[config.mk]
export PLATFORM = sky130hd
export DESIGN_NAME = pwm_duty_ramp_ctrl
export DESIGN_NICKNAME = d
export VERILOG_FILES = /design/src/rtl/pwm_duty_ramp_ctrl.sv
export SDC_FILE = /design/constraint.sdc
export NUM_CORES = 1
export LEC_CHECK = 0
export CAP_MARGIN = 20
export CORE_ASPECT_RATIO = 1.1
export CORE_MARGIN = 10
export CORE_UTILIZATION = 45
export DETAILED_ROUTE_END_ITERATION = 16
export PLACE_DENSITY_LB_ADDON = 0.25
export SLEW_MARGIN = 20
export SYNTH_ARGS = -nofsm -noshare
export SYNTH_HDL_FRONTEND = slang
export SYNTH_SLANG_ARGS = --single-unit
export TNS_END_PERCENT = 5
[constraint.sdc]
create_clock -name clk -period 7.9 [get_ports clk]
set_input_delay 0.79 -clock clk [delete_from_list [all_inputs] [get_ports clk]]
set_output_delay 0.79 -clock clk [all_outputs]
set_load 0.05 [all_outputs]
[src/rtl/pwm_duty_ramp_ctrl.sv]
// Ramps the PWM duty toward an accepted target in bounded steps, only on period boundaries.
// Latency: first dc change at the PERIODS_PER_STEP-th period_end after acceptance.
// Backpressure: tgt_ready low while ramping, halted or in reset; requests are never queued.
module pwm_duty_ramp_ctrl #(
   parameter int DC_W             = 7,
   parameter int DC_MAX           = 100,
   parameter int STEP             = 10,
   parameter int PERIODS_PER_STEP = 2
) (
   input  logic            clk,
   input  logic            reset,
   input  logic            tgt_valid,
   input  logic [DC_W-1:0] tgt_dc,
   output logic            tgt_ready,
   input  logic            period_end,
   input  logic            estop,
   output logic [DC_W-1:0] dc,
   output logic            busy,
   output logic            done,
   output logic            clamp
);

   localparam int CNT_W = (PERIODS_PER_STEP > 1) ? $clog2(PERIODS_PER_STEP) : 1;
   localparam logic [DC_W:0]    MAX_E    = (DC_W+1)'(DC_MAX);
   localparam logic [DC_W:0]    STEP_E   = (DC_W+1)'(STEP);
   localparam logic [CNT_W-1:0] DIV_LAST = CNT_W'(PERIODS_PER_STEP - 1);

   typedef enum logic [1:0] {IDLE, RAMP, HALT} state_t;

   state_t           state, state_n;
   logic [DC_W-1:0]  target, target_n, dc_n;
   logic [CNT_W-1:0] div_cnt, div_n;
   logic             done_n, clamp_n;

   logic [DC_W:0]    dc_e, tgt_e, req_e, diff, step_amt, dc_step;
   logic             over_max;
   logic [DC_W-1:0]  req_clamped;

   assign tgt_ready = (state == IDLE) && !estop && !reset;
   assign busy      = (state == RAMP);

   // One step toward target, computed one bit wider so the subtraction cannot wrap.
   always_comb begin
      dc_e        = {1'b0, dc};
      tgt_e       = {1'b0, target};
      req_e       = {1'b0, tgt_dc};
      over_max    = (req_e > MAX_E);
      req_clamped = over_max ? MAX_E[DC_W-1:0] : tgt_dc;
      diff        = (tgt_e > dc_e) ? (tgt_e - dc_e) : (dc_e - tgt_e);
      step_amt    = (diff < STEP_E) ? diff : STEP_E;
      dc_step     = (tgt_e > dc_e) ? (dc_e + step_amt) : (dc_e - step_amt);
   end

   always_comb begin
      state_n  = state;
      dc_n     = dc;
      target_n = target;
      div_n    = div_cnt;
      done_n   = 1'b0;
      clamp_n  = 1'b0;
      if (estop) begin
         state_n  = HALT;
         dc_n     = '0;
         target_n = '0;
         div_n    = '0;
      end else begin
         case (state)
            IDLE: begin
               if (tgt_valid) begin
                  target_n = req_clamped;
                  clamp_n  = over_max;
                  div_n    = '0;
                  if (req_clamped == dc) done_n = 1'b1;
                  else                   state_n = RAMP;
               end
            end
            RAMP: begin
               if (period_end) begin
                  if (div_cnt == DIV_LAST) begin
                     div_n = '0;
                     dc_n  = dc_step[DC_W-1:0];
                     if (dc_step == tgt_e) begin
                        state_n = IDLE;
                        done_n  = 1'b1;
                     end
                  end else begin
                     div_n = div_cnt + CNT_W'(1);
                  end
               end
            end
            HALT:    state_n = IDLE;
            default: state_n = IDLE;
         endcase
      end
   end

   always_ff @(posedge clk) begin
      if (reset) begin
         state   <= IDLE;
         dc      <= '0;
         target  <= '0;
         div_cnt <= '0;
         done    <= 1'b0;
         clamp   <= 1'b0;
      end else begin
         state   <= state_n;
         dc      <= dc_n;
         target  <= target_n;
         div_cnt <= div_n;
         done    <= done_n;
         clamp   <= clamp_n;
      end
   end

endmodule

==> results of run 1 <==
==> registers in the layout (all words and copies together) (netlist names) <==
name and count:
dc 7, target 7, state 2, clamp 1
div_cnt 1, done 1
==> critical path, stage by stage (launching register included) <==
cell and delay [ns]:
dfxtp_1 0.48, inv_1 0.08, ha_1 0.55, nand3_1 0.26, a21oi_1 0.27, o22a_1 0.34
mux4_2 0.55, or3_4 0.44, or2_1 0.24, ha_1 0.27, o22a_1 0.24, fa_1 0.55
xor2_1 0.19, nand4_1 0.13, a211oi_2 0.16, o211ai_1 0.10, or4_1 0.53, a2111o_1 0.40
or4_1 0.42, and3_1 0.20
==> area by class of cell <==
class                      count  share of cell area (%)
inverter                      19                    2.78
multi-input combinational    256                    69.2
timing repair buffer          22                    8.59
sequential                    19                    14.8
tap                           58                    2.83
clock buffer                   4                    1.76
==> layout by cell type, fill, tap and decap left out, types with 5 or more instances in the layout <==
| master | Yosys | routed |
|---|---|---|
| a21o_1 | 10 | 10 |
| o21ai_0 | 12 | 12 |
| xor2_1 | 5 | 5 |
| clkdlybuf4s50_1 | 0 | 22 |
| inv_1 | 19 | 19 |
| o32ai_1 | 5 | 5 |
| nand2_1 | 31 | 31 |
| nor3_1 | 5 | 5 |
| xnor2_1 | 12 | 12 |
| or3_1 | 7 | 7 |
| a211oi_1 | 9 | 9 |
| a21oi_1 | 32 | 32 |
| nand3_1 | 13 | 13 |
| ha_1 | 22 | 22 |
| dfxtp_1 | 19 | 19 |
| nor2_1 | 28 | 28 |
==> logic make-up (layout without fill, tap and decap cells) <==
group	after synthesis	after routing	synth area share (%)
and+or+nand+nor	120	120	27.2
adders and majority gates	25	25	14.7
buffers and inverters	32	45	5.64
AOI/OAI and AO/OA	90	90	27.1
muxes	4	4	2.30
xor gates and xnor gates	17	17	6.52
DFF	19	19	16.6
==> metal layers <==
metal	GRT usage, %	wire length, um	vias to the layer above
li1	-	-	1141
met1	19.2	2740	1078
met2	26.4	3160	61
met3	2.15	251	10
met4	4.65	125	0
met5	0	0	-
==> stage by stage <==
stage / util [%] / instances / setup WS [ns] / cell area, um^2 / hold WS, ns
floorplan: - / 307 / 1.82 / 2280 / 0.466
global placement: 50.7 / 374 / 1.56 / 2520 / 0.510
detailed placement: 50.7 / 374 / 1.44 / 2520 / 0.514
CTS: 51.7 / 378 / 1.42 / 2560 / 0.525
global route: 51.7 / 378 / 1.12 / 2560 / 0.566
finish: 51.7 / 378 / 1.39 / 2560 / 0.521
==> report_power, final <==
group / switching, mW / internal (mW) / leakage, nW
combinational: 0.0988 / 0.0739 / 0.809
sequential: 0.00255 / 0.0974 / 0.154
clock: 0.0342 / 0.0359 / 0.0228
total: 0.135 / 0.207 / 0.986
==> path summary, 6_finish.rpt <==
kind / start / end / slack (ns) / cells past startpoint
worst min register to register: target[3] / target[3] / 0.52 / 2
worst max register to register: dc[3] / state[0] / 1.39 / 19
worst max-delay path: dc[3] / state[0] / 1.39 / 19
worst min-delay path: target[3] / target[3] / 0.52 / 2
==> run metrics, run 1 <==
pin count of the biggest net entering global routing 17; CTS tree built; Initial Util 46.0%; register bit total from synthesis 19; Core Area 4970 um^2; CTS Buf Count 3; Max Slew Vio Count 0; Nets 358; DRT antenna net count 0; chip height 94.7 um; synthesis-to-finish area growth 12.3%; total design power 0.343 mW; RSZ-0062 raised after global routing no; Die Wd 87.9 um; initial antenna violation count 0; die area 8330 um^2; Clock transition at path regs 0.08 ns; number of global-route vias before repair 2156; via count 2290; Post-route DRC 0; CP max FO 12; Syn Nets 344; count leader, synth a21oi_1; relative slew slack 56.9%; max-cap viol count 0; number of hold violations in the final report 0; ys async rst share 0%; Tmin final 6.51 ns; Least-Margin Pin Slew 0.645 ns; Setup crit start kind flop; top cell type by total area after synthesis dfxtp_1; Crit Path Class flop to flop; Min-Delay Path Class flop to flop; FF/Latch Area 380 um^2; drt total wl 6.28 mm; synth top area cells dfxtp_1, ha_1, a21oi_1; Iteration-0 DRC Markers 87; first-pass GRT wire length 10.6 mm; syn_area_per_cell 7.44 um^2; Post-CTS Hold Buffers 0; count of different cell masters after synthesis 52; CTS Buffer Depth 2; LEAKAGE 0.986 nW; vias per cell 6.06; Post-Syn Area 2280 um^2; highest clock rate 154 MHz; Post-Syn Instances 307; pwr/cell area 134 nW/um^2; Yosys Warn Count 0; Detailed Place HPWL 5.15 mm; area of the multi-input gates 1780 um^2; Root Driver clkbuf_8; VDD IR max 0.000120 V; Sink Count 19; Main synth FF type dfxtp_1; ant diodes 0; Row Count 27; Port Buf Inserts 22; Avg WL per Cell 16.6 um; final setup vio count 0; setup TNS 0 ns; fraction of layout instances using a drive strength above 1 5.63%; top cells by count, synth a21oi_1, nand2_1, nor2_1; drt pass-1 iters 4; skew final 0.00285 ns; Post-synth EDFFs 0; Seq/Total Area, Yosys 16.6%; fin crit share 82.4%; Req. time, crit path 8.05 ns; Clock Latency Late Sink 0.26 ns; status finished, final reports clean; total grt overflow 0; GP Congestion 0.901; # resized after CTS 0; post-CTS setup buffers 0; Critical Path AT 6.66 ns; Fillers 487; io pins 23; number of H-tree levels 1; GRT Util Overall 15.3%; Synth top area share 16.6%; critical path capture point type flop
Power figures use the tool's default switching activity.
==> run 2, diff against run 1 <==
- clock period: 7.9 -> 6.7 ns (I/O delays scaled with it)
==> run 2 against run 1 <==
- largest power group unchanged
- final area increased by 0.68%
- setup slack worse by 0.92 ns
- clock skew grew 0.0046 ns
- total power up 18%
- via count down 1.1%
- die area did not move
- clock power increased by 19%
- wire length down 0.37%
- maximum frequency increased by 4.5%
- flip-flop and latch count unchanged
- core utilization grew 0.35 points
==> run metrics, run 2 (same netlist as run 1, synthesis figures left out) <==
io pins 23 (unchanged); Initial Util 46.0% (unchanged); CTS tree built; Port Buf Inserts 22 (unchanged); GP Congestion 0.955 (+5.9%); Least-Margin Pin Slew 0.696 ns (+0.0511 ns); drt pass-1 iters 4 (unchanged); number of global-route vias before repair 2146 (-0.46%); Row Count 27 (unchanged); r2r startpoint dc[3]; total grt overflow 0 (unchanged); drt total wl 6.26 mm (-0.37%); Req. time, crit path 6.86 ns (-1.19 ns); Die Wd 87.9 um (unchanged); post-CTS setup buffers 0 (unchanged); initial antenna violation count 0 (unchanged); LEAKAGE 0.993 nW (+0.77%); Sink Count 19 (unchanged); Detailed Place HPWL 5.11 mm (-0.83%); Setup crit start kind flop; most frequent cells in the layout a21oi_1, nand2_1, nor2_1, clkdlybuf4s50_1, ha_1; R2R depth 19 (unchanged); Tmin final 6.22 ns (-0.282 ns); chip height 94.7 um (unchanged); commonest non-fill, non-tap cell in the layout a21oi_1; status finished, final reports clean; synthesis-to-finish area growth 13.0%; highest clock rate 161 MHz (+4.5%); crit path to state[0]; Final WS setup 0.476 ns (-0.918 ns); critical path launch point dc[3]; Clock Latency Late Sink 0.26 ns (about the same); via count 2264 (-1.1%); die area 8330 um^2 (unchanged); CP max FO 12 (unchanged); RSZ-0062 raised after global routing no; number of hold violations in the final report 0 (unchanged); dpl cell area 2530 um^2 (+0.60%); Min-Delay Path Class flop to flop; Iteration-0 DRC Markers 135 (+55%); CTS Buf Count 3 (unchanged); VDD IR max 0.000126 V (+4.7%); relative slew slack 53.5% (-3.4 points); Worst R2R End state[0]; pre-CTS worst setup slack 0.439 ns (-0.998 ns); number of H-tree levels 1 (unchanged); Avg WL per Cell 16.5 um (-0.89%); Core Area 4970 um^2 (unchanged); Crit Path Class flop to flop; Nets 360 (+0.56%); Clock transition at path regs 0.08 ns (about the same); Root Driver clkbuf_8; Final Cell Area 2580 um^2 (+0.68%); CTS Buffer Depth 2 (unchanged); DRT antenna net count 0 (unchanged); pwr/cell area 157 nW/um^2 (+17%); Fillers 479 (-1.6%); R2R Setup Slk 0.48 ns (-0.92 ns); Top Registers dc (7), target (7), state (2); first-pass GRT wire length 10.5 mm (-0.71%); fin crit share 92.9% (+11 points); Post-route DRC 0 (unchanged); setup TNS 0 ns (unchanged); Min Hold Slack 0.520 ns (-0.00134 ns); fraction of layout instances using a drive strength above 1 6.52% (+0.90 points); Critical Path AT 6.38 ns (-0.28 ns); critical path capture point type flop; skew final 0.00747 ns (+0.00462 ns); vias per cell 5.96 (-1.7%); GRT Util Overall 15.4% (about the same); ant diodes 0 (unchanged); max-cap viol count 0 (unchanged); Max Slew Vio Count 0 (unchanged); final setup vio count 0 (unchanged); pin count of the biggest net entering global routing 16 (-1)
-- run 2: stage by stage --
| step | power, mW | instances | util, % |
|---|---|---|---|
| 6_report | 0.405 | 380 | 52.0 |
| 5_1_grt | 0.434 | 380 | 52.0 |
| 4_1_cts | 0.405 | 380 | 52.0 |
| 2_1_floorplan | 0.279 | 307 | - |
| 3_5_place_dp | 0.322 | 376 | 51.0 |
| 3_3_place_gp | 0.320 | 376 | 51.0 |
-- run 2: how the worst min path moves through the flow --
stage	startpoint	to	slack [ns]	cells past startpoint
2_1_floorplan	target[3]	target[3]	0.47	2
3_3_place_gp	div_cnt	div_cnt	0.50	2
3_5_place_dp	div_cnt	div_cnt	0.50	2
4_1_cts	div_cnt	div_cnt	0.51	2
5_1_grt	div_cnt	div_cnt	0.54	2
6_report	target[0]	target[0]	0.52	2
-- run 2: what timing repair did --
item / 4_1_cts / 5_1_grt
resized for setup: 0 / 1
endpoints found under the setup margin: 0 / 1
endpoints found under the hold margin: 0 / 0
hold buffers: 0 / 0
-- run 2: cell type report --
type | count | area (um^2) | area share, %
Clock buffer | 4 | 45.0 | 1.74
Inverter | 19 | 71.3 | 2.76
Multi-Input combinational cell | 256 | 1780 | 68.8
Sequential cell | 19 | 380 | 14.7
Tap cell | 58 | 72.6 | 2.81
Timing Repair Buffer | 24 | 235 | 9.11
-- run 2: routing by layer --
metal / track usage (%) / share of wire, % / vias to the layer above
met3: 1.98 / 4.0 / 15
met1: 18.6 / 44 / 1041
met4: 4.39 / 2.2 / 0
met5: 0 / 0 / -
li1: - / - / 1147
met2: 27.4 / 50 / 61
-- run 2: worst max-delay path, stage by stage, from the launching register on --
cell      delay (ns)
dfxtp_1         0.48
inv_1           0.08
ha_2            0.46
nand3_1         0.17
a21oi_1         0.24
o22a_1          0.30
mux4_2          0.53
or3_4           0.43
or2_1           0.24
ha_1            0.28
o22a_1          0.24
fa_1            0.55
xor2_1          0.21
nand4_1         0.13
a211oi_2        0.15
o211ai_1        0.11
or4_1           0.52
a2111o_1        0.39
or4_1           0.40
and3_1          0.19
-- run 2: where the power goes --
part           switching, mW  internal, mW  total, mW  leakage (nW)
clock                 0.0407        0.0424     0.0831        0.0228
sequential           0.00293         0.115      0.118         0.154
combinational          0.116        0.0888      0.204         0.817
